### config.mk
export PLATFORM = sky130hd
export DESIGN_NAME = alu_muldiv_controller
export DESIGN_NICKNAME = d
export VERILOG_FILES = /design/src/rtl/alu_muldiv_controller.sv
export SDC_FILE = /design/constraint.sdc
export NUM_CORES = 1
export LEC_CHECK = 0
export CORE_ASPECT_RATIO = 1.25
export CORE_MARGIN = 4
export CORE_UTILIZATION = 45
export DETAILED_ROUTE_END_ITERATION = 8
export GPL_TIMING_DRIVEN = 0
export PLACE_DENSITY = 0.67
export SLEW_MARGIN = 40
export SYNTH_ARGS = -nofsm -noshare
export SYNTH_HDL_FRONTEND = slang
export SYNTH_SLANG_ARGS = --single-unit
### constraint.sdc
create_clock -name clk -period 3.15 [get_ports clk]
set_input_delay 0.63 -clock clk [delete_from_list [all_inputs] [get_ports clk]]
set_output_delay 0.63 -clock clk [all_outputs]
set_load 0.005 [all_outputs]
### src/rtl/alu_muldiv_controller.sv
// EX-stage ALU control decode plus an iterative multiply/divide sequencer
// with HI/LO registers and a hazard-unit stall output.
module alu_muldiv_controller #(
    parameter int WIDTH = 32
) (
    input  logic             clk,
    input  logic             rst,
    input  logic             en,
    input  logic [1:0]       ALUop,
    input  logic [5:0]       func,
    input  logic [WIDTH-1:0] a,
    input  logic [WIDTH-1:0] b,
    output logic [2:0]       ALU_operation,
    output logic [1:0]       res_sel,
    output logic             stall,
    output logic             md_busy,
    output logic [WIDTH-1:0] hi,
    output logic [WIDTH-1:0] lo
);
    localparam int CNT_W = $clog2(WIDTH + 1);
    localparam logic [1:0] S_IDLE = 2'd0;
    localparam logic [1:0] S_RUN  = 2'd1;
    localparam logic [1:0] S_FIX  = 2'd2;

    logic             is_rtype, md_op, is_mfhi, is_mflo;
    logic [2:0]       alu_op;
    logic [1:0]       state_q, state_d;
    logic [CNT_W-1:0] count_q, count_d;
    logic             div_q, div_d, neg_a_q, neg_a_d, neg_b_q, neg_b_d;
    logic [WIDTH-1:0] mag_b_q, mag_b_d, a_q, a_d;
    logic [WIDTH-1:0] acc_hi_q, acc_hi_d, acc_lo_q, acc_lo_d;
    logic [WIDTH-1:0] hi_q, hi_d, lo_q, lo_d;
    logic             start_neg_a, start_neg_b;
    logic [WIDTH:0]   mul_sum, div_shift, div_diff;
    logic [2*WIDTH-1:0] prod_fix;
    logic [WIDTH-1:0] quo_fix, rem_fix;

    assign is_rtype = (ALUop == 2'b10);
    assign md_op    = is_rtype && (func[5:2] == 4'b0110);
    assign is_mfhi  = is_rtype && (func == 6'b010000);
    assign is_mflo  = is_rtype && (func == 6'b010010);

    always_comb begin
        alu_op = 3'b000;
        case (ALUop)
            2'b00: alu_op = 3'b010;
            2'b01: alu_op = 3'b110;
            2'b11: alu_op = 3'b111;
            default: begin
                case (func)
                    6'b100000: alu_op = 3'b010;
                    6'b100010: alu_op = 3'b110;
                    6'b101010: alu_op = 3'b111;
                    6'b100100: alu_op = 3'b000;
                    6'b100101: alu_op = 3'b001;
                    default:   alu_op = 3'b000;
                endcase
            end
        endcase
    end

    assign ALU_operation = alu_op;
    assign res_sel = is_mfhi ? 2'b01 : (is_mflo ? 2'b10 : 2'b00);
    assign md_busy = (state_q != S_IDLE);
    // A waiting md op is released in the IDLE cycle, so stall drops as it starts.
    assign stall   = !rst && md_busy && en && (md_op || is_mfhi || is_mflo);
    assign hi = hi_q;
    assign lo = lo_q;

    // func[0] set means the unsigned variant; signed ops work on magnitudes.
    assign start_neg_a = !func[0] && a[WIDTH-1];
    assign start_neg_b = !func[0] && b[WIDTH-1];

    assign mul_sum   = {1'b0, acc_hi_q} + (acc_lo_q[0] ? {1'b0, mag_b_q} : {(WIDTH+1){1'b0}});
    assign div_shift = {acc_hi_q, acc_lo_q[WIDTH-1]};
    assign div_diff  = div_shift - {1'b0, mag_b_q};
    assign prod_fix  = (neg_a_q ^ neg_b_q) ? -{acc_hi_q, acc_lo_q} : {acc_hi_q, acc_lo_q};
    assign quo_fix   = (neg_a_q ^ neg_b_q) ? -acc_lo_q : acc_lo_q;
    assign rem_fix   = neg_a_q ? -acc_hi_q : acc_hi_q;

    always_comb begin
        state_d  = state_q;
        count_d  = count_q;
        div_d    = div_q;
        neg_a_d  = neg_a_q;
        neg_b_d  = neg_b_q;
        mag_b_d  = mag_b_q;
        a_d      = a_q;
        acc_hi_d = acc_hi_q;
        acc_lo_d = acc_lo_q;
        hi_d     = hi_q;
        lo_d     = lo_q;
        case (state_q)
            S_IDLE: begin
                if (en && md_op) begin
                    state_d  = S_RUN;
                    count_d  = '0;
                    div_d    = func[1];
                    neg_a_d  = start_neg_a;
                    neg_b_d  = start_neg_b;
                    mag_b_d  = start_neg_b ? -b : b;
                    a_d      = a;
                    acc_hi_d = '0;
                    acc_lo_d = start_neg_a ? -a : a;
                end
            end
            S_RUN: begin
                count_d = count_q + 1'b1;
                if (div_q) begin
                    // Restoring step: borrow out of bit WIDTH means the trial subtract failed.
                    acc_hi_d = div_diff[WIDTH] ? div_shift[WIDTH-1:0] : div_diff[WIDTH-1:0];
                    acc_lo_d = {acc_lo_q[WIDTH-2:0], ~div_diff[WIDTH]};
                end else begin
                    acc_hi_d = mul_sum[WIDTH:1];
                    acc_lo_d = {mul_sum[0], acc_lo_q[WIDTH-1:1]};
                end
                if (count_q == CNT_W'(WIDTH - 1)) state_d = S_FIX;
            end
            S_FIX: begin
                state_d = S_IDLE;
                if (!div_q) begin
                    {hi_d, lo_d} = prod_fix;
                end else if (mag_b_q == '0) begin
                    hi_d = a_q;
                    lo_d = '1;
                end else begin
                    hi_d = rem_fix;
                    lo_d = quo_fix;
                end
            end
            default: state_d = S_IDLE;
        endcase
    end

    always_ff @(posedge clk) begin
        if (rst) begin
            state_q  <= S_IDLE;
            count_q  <= '0;
            div_q    <= 1'b0;
            neg_a_q  <= 1'b0;
            neg_b_q  <= 1'b0;
            mag_b_q  <= '0;
            a_q      <= '0;
            acc_hi_q <= '0;
            acc_lo_q <= '0;
            hi_q     <= '0;
            lo_q     <= '0;
        end else begin
            state_q  <= state_d;
            count_q  <= count_d;
            div_q    <= div_d;
            neg_a_q  <= neg_a_d;
            neg_b_q  <= neg_b_d;
            mag_b_q  <= mag_b_d;
            a_q      <= a_d;
            acc_hi_q <= acc_hi_d;
            acc_lo_q <= acc_lo_d;
            hi_q     <= hi_d;
            lo_q     <= lo_d;
        end
    end
endmodule
# After elaboration in Yosys (flattened, before gate mapping)
# Index checks and enable logic that the tools add are counted.
[totals]
out_inout_bits = 71
register_bits = 203
in_bits = 75
wordCells = 83
[op_classes]
n_mux = 26
eq_ne = 15
addsub = 8
n_reduce_logical = 21
bitwise = 2
[ops]
columns = ["operator", "count"]
rows = [
  ["$mux 32", 14],
  ["$neg 32->32", 4],
  ["$pmux 32 s2", 2],
  ["$mux 64", 1],
  ["$neg 64->64", 1],
  ["$add 32x32->33", 1],
  ["$sub 33x32->33", 1],
  ["$logic_not 32->1", 1],
  ["$eq 6x6->1 const B", 4],
  ["$eq 6x5->1 const B", 3],
  ["$pmux 3 s4", 1],
  ["$pmux 6 s2", 1],
  ["$logic_and 1x1->1", 9],
  ["$pmux 3 s3", 1],
  ["$mux 2", 4],
  ["$add 6x1->6 const B", 1],
  ["$eq 2x2->1 const B", 3],
  ["$mux 6", 1],
  ["$reduce_and 2->1", 3],
  ["$eq 2x1->1 const B", 2],
  ["$eq 4x3->1 const B", 1],
  ["$logic_not 2->1", 2],
  ["$ne 2x2->1 const B", 2],
  ["$pmux 2 s2", 1],
  ["other kinds (5)", 8],
]

# Longest topological paths before layout
# Gate-level depths: netlist of run 1.
[depth]
ltp_word = 5
depth_mapped = 14
ltp_nobuf = 12

# Least setup slack after synthesis of run 1
# Ideal clock, no wire load.
[synth_timing]
path_kind = "register to register"
start = "register acc_lo_q[31]"
end = "register acc_hi_q[28]"
required_time_ns = 3.019
path_buffers = 2
path_slack_ns = -0.352
setup_time_ns = 0.131
arrival_time_ns = 3.371
synth_period_minus_slack_ns = 3.502
path_stages_with_launch = 14
path_cell_list = "dfxtp_1 inv_1 ha_1 fa_1 nand2b_1 a21oi_1 o21ai_0 a2111oi_0 a211o_1 clkbuf_1 buf_1 nor3b_1 a221oi_1 o31ai_1"
[synth_between]
elab_chain_cells = 4
[synth_rtl]
columns = ["item", "line", "rtl"]
rows = [
  ["from (decl)", "31", "logic [WIDTH-1:0] acc_hi_q, acc_hi_d, acc_lo_q, acc_lo_d;"],
  ["from (signal assigned)", "157", "acc_lo_q <= acc_lo_d;"],
  ["$sub 33x32->33", "76", "assign div_diff = div_shift - {1'b0, mag_b_q};"],
  ["$mux 32", "111", "acc_hi_d = div_diff[WIDTH] ? div_shift[WIDTH-1:0] : div_diff[WIDTH-1:0];"],
  ["$mux 32", "109", "if (div_q) begin"],
  ["$pmux 32 s2", "93", "case (state_q)"],
  ["to (signal assigned)", "156", "acc_hi_q <= acc_hi_d;"],
  ["to (decl)", "31", ""],
]
# Every way passes these cells.
# A chain may end at the register's enable or synchronous reset.

# Worst setup path after layout of run 1
[layout_timing]
start = "register acc_lo_q[1]"
end = "register hi_q[10], in the netlist hi[10]"
[layout_between]
elab_chain_cells = 3
[layout_rtl]
columns = ["item", "line", "rtl"]
rows = [
  ["$neg 64->64", "77", "assign prod_fix = (neg_a_q ^ neg_b_q) ? -{acc_hi_q, acc_lo_q} : {acc_hi_q, acc_lo_q};"],
  ["$mux 64", "77", ""],
  ["$mux 32", "121", "if (!div_q) begin"],
  ["to (signal assigned)", "158", "hi_q <= hi_d;"],
  ["to (decl)", "32", "logic [WIDTH-1:0] hi_q, hi_d, lo_q, lo_d;"],
]
# Every way passes these cells.

==> summary.md, run 1 <==
| Metric | Value |
|---|---|
| Yosys top cell by area | dfxtp_1 |
| Failing checks | setup timing |
| Warnings from Yosys | 0 |
| DR DRC count | 0 |
| Die X | 177 um |
| Die area | 38,800 um2 |
| Worst min path class | flop to flop |
| Slew Viols, Final | 0 |
| Reg power frac | 0.391 |
| Placed cell area | 18,200 um2 |
| Post-route ant nets | 0 |
| Routed wire length per instance | 25.3 um |
| Final Skew | 0.0128 ns |
| WP data required | 3.54 ns |
| GRT overflow | 0 |
| Outcome | complete, but fails checks |
| Crit share post-route | 1.05 |
| Final core occ | 0.585 |
| Core Region | 35,400 um2 |
| Post-synth top cells | 281 x nor2_1, 222 x nand2_1, 203 x dfxtp_1 |
| Gpl congestion | 1.01 |
| Finished Cell Area | 20,700 um2 |
| Peak supply drop | 0.000336 V |
| Inserted Diodes | 0 |
| Synth Instances | 2,219 |
| Count leader, synth | nor2_1 |
| Compound-gate portion of the synthesized area | 0.275 |
| Share of layout cells above drive strength 1 | 0.131 |
| Hold-fix buffers, CTS | 0 |
| Synth Area in Adders | 0.0562 |
| Reg2reg setup slack | -0.15 ns |
| Post-synthesis mux area share | 0.0307 |
| Post-Syn Area | 16,100 um2 |
| Sw power | 1.98 mW |
| RSZ-0062 raised after global routing | yes |
| Unique cell type count in the Yosys netlist | 75 |
| Detailed Route WL | 74,400 um |
| All-Layer GR Usage | 0.364 |
| Final setup TNS | -1.06 ns |
| Crit path launch type | flop |
| Setup violators final | 16 |
| Switch share | 0.300 |
| Final HPWL DP | 57,400 um |
| DP Worst Slack | -1.43 ns |
| Final Hold Viols | 0 |
| Clk pwr share | 0.414 |
| Vias in the first global route | 17,500 |
| Die H | 219 um |
| Setup ws final | -0.152 ns |
| Hold Worst Slack | 0.454 ns |
| Clock Latency Late Sink | 0.54 ns |
| Synth top area share | 0.253 |
| Post-route insts no fill | 2,937 |
| Number of cells after detailed placement | 2,838 |
| Initial drt markers | 1,907 |
| First-pass GRT wire length | 108,000 um |
| DR vias | 18,700 |
| IO Pins | 146 |
| Crit-path max FO | 7 |
| Power per Cell Area | 320 nW/um2 |
| H-tree depth | 1 |
| Int Power | 4.63 mW |
| Async S/R FF share, synth | 0 |
| Synthesis-to-layout area growth | 28.8% |
| Pleak | 7.55 nW |
| Largest family of logic cells by synthesized area | compound AO/OA/AOI/OAI gates |
| Worst slew pin tran | 0.934 ns |
| Power, Total | 6.61 mW |
| Synth Flop Type | dfxtp_1 |
| Number of antenna violations at the first check in global routing | 0 |
| Synth Area in Simple Gates | 0.229 |
| Clock Sinks | 203 |
| Gate power share | 0.195 |
| Number of synthesized flops with an enable pin | 0 |
| Slew HR | 0.378 |
| Synth Area in XOR/XNOR | 0.0976 |
| Sequential area share after synthesis | 0.253 |
| Clk root buf | clkbuf_16 |
| First-pass iteration count of the detailed router | 6 |
| Fmax | 303 MHz |
| Max Cap Viol | 0 |
| Starting Density | 0.454 |
| Clock Pin Slew Worst Setup and Hold Paths | 0.06 ns |
| Clock tree buffer depth | 3 |
| CTS tree | done |
| FF+latch count, synth | 203 |
| Data arrival, critical path | 3.69 ns |
| Port Buf Inserts | 144 |
| CTS Buf Count | 24 |
| Min Tclk post-route | 3.30 ns |
| Largest net degree at the start of global routing | 14 |
| Layout net count | 2,592 |
| Worst Setup End Kind | flop |
| # rows | 77 |
| DR vias/cell | 6.36 |
| Mean Syn Cell Area | 7.24 um2 |
| Top cells by area, synth | dfxtp_1 25%, nor2_1 6.6%, a21oi_1 5.9% |
| Post-Syn Nets | 2,365 |
| Crit Path Class | flop to flop |
[power by group through the flow]
| stage | sequential (mW) | combinational, mW | clock, mW |
|---|---|---|---|
| after global routing | 2.59 | 1.34 | 2.86 |
| after CTS | 2.59 | 1.17 | 2.75 |
| after detailed placement | 2.65 | 0.955 | 0 |
| after global placement | 2.65 | 0.945 | 0 |
| final | 2.59 | 1.29 | 2.74 |
| after floorplan | 2.64 | 0.532 | 0 |
[routing by layer]
layer / share of wire / vias to the layer above / track usage
met5: 0 / - / 0
met4: 0.059 / 0 / 0.187
met3: 0.082 / 230 / 0.0538
met2: 0.46 / 983 / 0.592
met1: 0.40 / 8962 / 0.467
li1: - / 8499 / -
[layout make-up]
| type | count | area (um2) |
|---|---|---|
| fill | 3404 | 14700 |
| multi-input combinational | 1771 | 12200 |
| sequential | 203 | 4110 |
| timing repair buffer | 217 | 2070 |
| buffer | 158 | 728 |
| clock buffer | 32 | 682 |
| tap | 474 | 593 |
| inverter | 71 | 279 |
| clock inverter | 11 | 75.1 |
[worst paths after layout]
path,from,to,cells after the start
worst max register to register,acc_lo_q[1],hi[10],11
worst max-delay path,acc_lo_q[1],hi[10],11
worst min register to register,hi[19],hi[19],2
worst min-delay path,hi[19],hi[19],2
[registers in the layout, indices dropped and copies added (netlist names), 2 cells and up]
| signal | flops |
|---|---|
| a_q | 32 |
| count_q | 6 |
| state_q | 2 |
| mag_b_q | 32 |
| hi | 32 |
| acc_lo_q | 32 |
| lo | 32 |
| acc_hi_q | 32 |
[cell families (layout without fill, tap and decap cells)]
family | after synthesis | count (layout)
XOR/XNOR | 179 | 179
AO/OA/AOI/OAI | 675 | 675
buffers and inverters | 245 | 489
AND/OR/NAND/NOR | 797 | 797
flip-flops | 203 | 203
multiplexers | 49 | 49
adder cells (fa/ha/maj) | 71 | 71
[critical path: stages, from the launching register on]
cell and delay, ns:
dfxtp_1 0.46, inv_1 0.18, ha_4 0.18, nand2b_1 0.08, or4b_4 0.57, or4_4 0.60
nor2_4 0.17, buf_12 0.15, a41oi_2 0.13, xor2_1 0.18, o211ai_1 0.32, a21oi_1 0.10
[cells in the final DEF, fill, tap and decap left out, types with 10 or more instances in the layout]
| master | Yosys | layout |
|---|---|---|
| nor2_1 | 281 | 272 |
| nand2_1 | 222 | 218 |
| dfxtp_1 | 203 | 184 |
| a21oi_1 | 189 | 174 |
| clkdlybuf4s50_1 | 0 | 143 |
| clkbuf_1 | 151 | 128 |
| o21ai_0 | 123 | 106 |
| xnor2_1 | 90 | 89 |
| xor2_1 | 89 | 87 |
| a211oi_1 | 93 | 84 |
| buf_4 | 1 | 65 |
| inv_1 | 70 | 61 |
| nor3_1 | 62 | 53 |
| mux2i_1 | 47 | 46 |
| ha_1 | 69 | 44 |
| nand3_1 | 41 | 38 |
| o211ai_1 | 33 | 33 |
| o31ai_1 | 28 | 27 |
| clkbuf_16 | 0 | 27 |
| a21o_1 | 26 | 26 |
| nor4_1 | 36 | 26 |
| a31oi_1 | 29 | 25 |
| nand4_1 | 24 | 24 |
| or3_1 | 27 | 22 |
| o22ai_1 | 21 | 21 |
| nand2b_1 | 20 | 19 |
| a311oi_1 | 21 | 19 |
| nor2b_1 | 18 | 18 |
| ha_4 | 0 | 18 |
| or4_1 | 17 | 14 |
| a21oi_2 | 0 | 12 |
| buf_1 | 16 | 11 |
| clkbuf_2 | 2 | 10 |
| and3_1 | 11 | 10 |
| o21ai_1 | 1 | 10 |
| dfxtp_4 | 0 | 10 |
[timing repair]
item | CTS | global route
cloned | 0 | 1
resized for setup | 146 | 149
setup endpoints to repair | 72 | 87
setup buffers | 40 | 34
pin swaps | 50 | 69
Note: power is estimated with default switching activity, not from simulation.
==> run 2, diff against run 1 <==
Settings changed: CORE_MARGIN 4 to not set, PLACE_DENSITY 0.67 to not set.
Clock period 3.15 ns to 3.2 ns, I/O delays scaled along.
==> summary.md, run 2 (synthesis results as in run 1) <==
| Metric | Value |
|---|---|
| Share of layout cells above drive strength 1 | 0.124 |
| Port Buf Inserts | 144 |
| Clk root buf | clkbuf_16 |
| GRT overflow | 0 |
| Worst Setup SP | acc_lo_q[3] |
| Data arrival, critical path | 3.72 ns |
| DP Worst Slack | -1.22 ns |
| Min Tclk post-route | 3.33 ns |
| Crit Path Class | flop to flop |
| Final core occ | 0.586 |
| Final Hold Viols | 0 |
| Failing checks | setup timing |
| Hold Path Depth | 2 |
| Most common cell after layout, fill and taps aside | nor2_1 |
| WP data required | 3.59 ns |
| DR DRC count | 0 |
| Post-route insts no fill | 2,924 |
| Pleak | 7.48 nW |
| Reg2Reg Depth | 8 |
| Most frequent cells in the layout | 265 x nor2_1, 217 x nand2_1, 186 x dfxtp_1, 176 x a21oi_1, 144 x clkdlybuf4s50_1 |
| Die area | 36,500 um2 |
| Post-route ant nets | 0 |
| Vias in the first global route | 17,800 |
| First-pass iteration count of the detailed router | 8 |
| Clock Pin Slew Worst Setup and Hold Paths | 0.06 ns |
| Number of antenna violations at the first check in global routing | 0 |
| Power per Cell Area | 334 nW/um2 |
| Routed wire length per instance | 24.8 um |
| Setup violators final | 14 |
| Slew HR | 0.349 |
| Peak supply drop | 0.000407 V |
| RSZ-0062 raised after global routing | yes |
| # rows | 77 |
| First-pass GRT wire length | 107,000 um |
| Number of cells after detailed placement | 2,839 |
| Die H | 213 um |
| Worst Setup End Kind | flop |
| Clock Latency Late Sink | 0.55 ns |
| DR vias/cell | 6.36 |
| Fmax | 300 MHz |
| Slew Viols, Final | 0 |
| DR vias | 18,600 |
| Hold Worst Slack | 0.453 ns |
| Gpl congestion | 0.993 |
| Initial drt markers | 1,796 |
| Worst R2R Start | acc_lo_q[3] |
| Final Skew | 0.00907 ns |
| Layout net count | 2,579 |
| Inserted Diodes | 0 |
| Core Region | 35,300 um2 |
| Setup ws final | -0.133 ns |
| Synthesis-to-layout area growth | 28.5% |
| CTS tree | done |
| CTS Buf Count | 25 |
| Clock tree buffer depth | 3 |
| Crit-path max FO | 8 |
| Die X | 171 um |
| Hold-fix buffers, CTS | 0 |
| Starting Density | 0.456 |
| IO Pins | 146 |
| Worst slew pin tran | 0.976 ns |
| Outcome | complete, but fails checks |
| Largest net degree at the start of global routing | 15 |
| Final HPWL DP | 55,700 um |
| Crit share post-route | 1.04 |
| H-tree depth | 1 |
| Crit path launch type | flop |
| Max Cap Viol | 0 |
| Clock Sinks | 203 |
| HP Start | hi[24] |
| All-Layer GR Usage | 0.390 |
| Detailed Route WL | 72,400 um |
| Worst min path class | flop to flop |
-- run 2: cell count changes in the layout (fill, tap and decap cells not counted), moves of 6 or more --
cell and delta:
bufinv_16 +6, nor2_1 -7, nor2_2 +8, buf_4 -11, inv_1 +7, inv_2 -7
-- run 2: critical path, stage by stage (launching register included) --
cell      delay, ns
dfxtp_4        0.37
or3_4          0.41
or4_4          0.59
or4_4          0.59
or3_4          0.46
o41ai_4        0.25
xnor2_1        0.13
mux2i_1        0.26
a211oi_1       0.12
-- run 2: power breakdown --
part	switching [mW]	internal, mW
registers	0.0159	2.53
logic	0.694	0.451
clock network	1.25	1.97
total	1.96	4.95
-- run 2: metal layers --
layer	up-vias	track usage	wire length, um
met5	-	0	0
met4	0	0.271	5440
met3	289	0.0678	6320
met2	1038	0.615	31900
met1	8784	0.482	28700
li1	8497	-	-
-- run 2: timing repair --
item	4_1_cts	5_1_grt
pin swaps	44	45
cloned	1	2
buffers inserted	32	22
gates resized for setup	137	126
setup endpoints to repair	70	64
-- run 2: cell type report --
class                   count  area, um2
plain buffers             158        713
clock buffers              27        653
clock inverters            17        255
fillers                  3380      14600
inverters                  71        270
multi-input cells        1771      12100
flip-flops and latches    203       4100
well taps                 474        593
repair buffers            203       1940
-- run 2: final timing paths --
check | end | slack [ns]
hold reg to reg | hi[24] | 0.45
setup / recovery | hi[21] | -0.13
hold / removal | hi[24] | 0.45
setup reg to reg | hi[21] | -0.13
-- run 2: through the flow --
stage | setup TNS, ns | power, mW | instance area, um2
final | -1.01 | 6.90 | 20700
after CTS | -0.556 | 6.79 | 19800
after global placement | -70.72 | 3.53 | 18100
after detailed placement | -55.93 | 3.54 | 18200
after global routing | -2.13 | 7.05 | 20700
after floorplan | -0.0371 | 3.12 | 16100
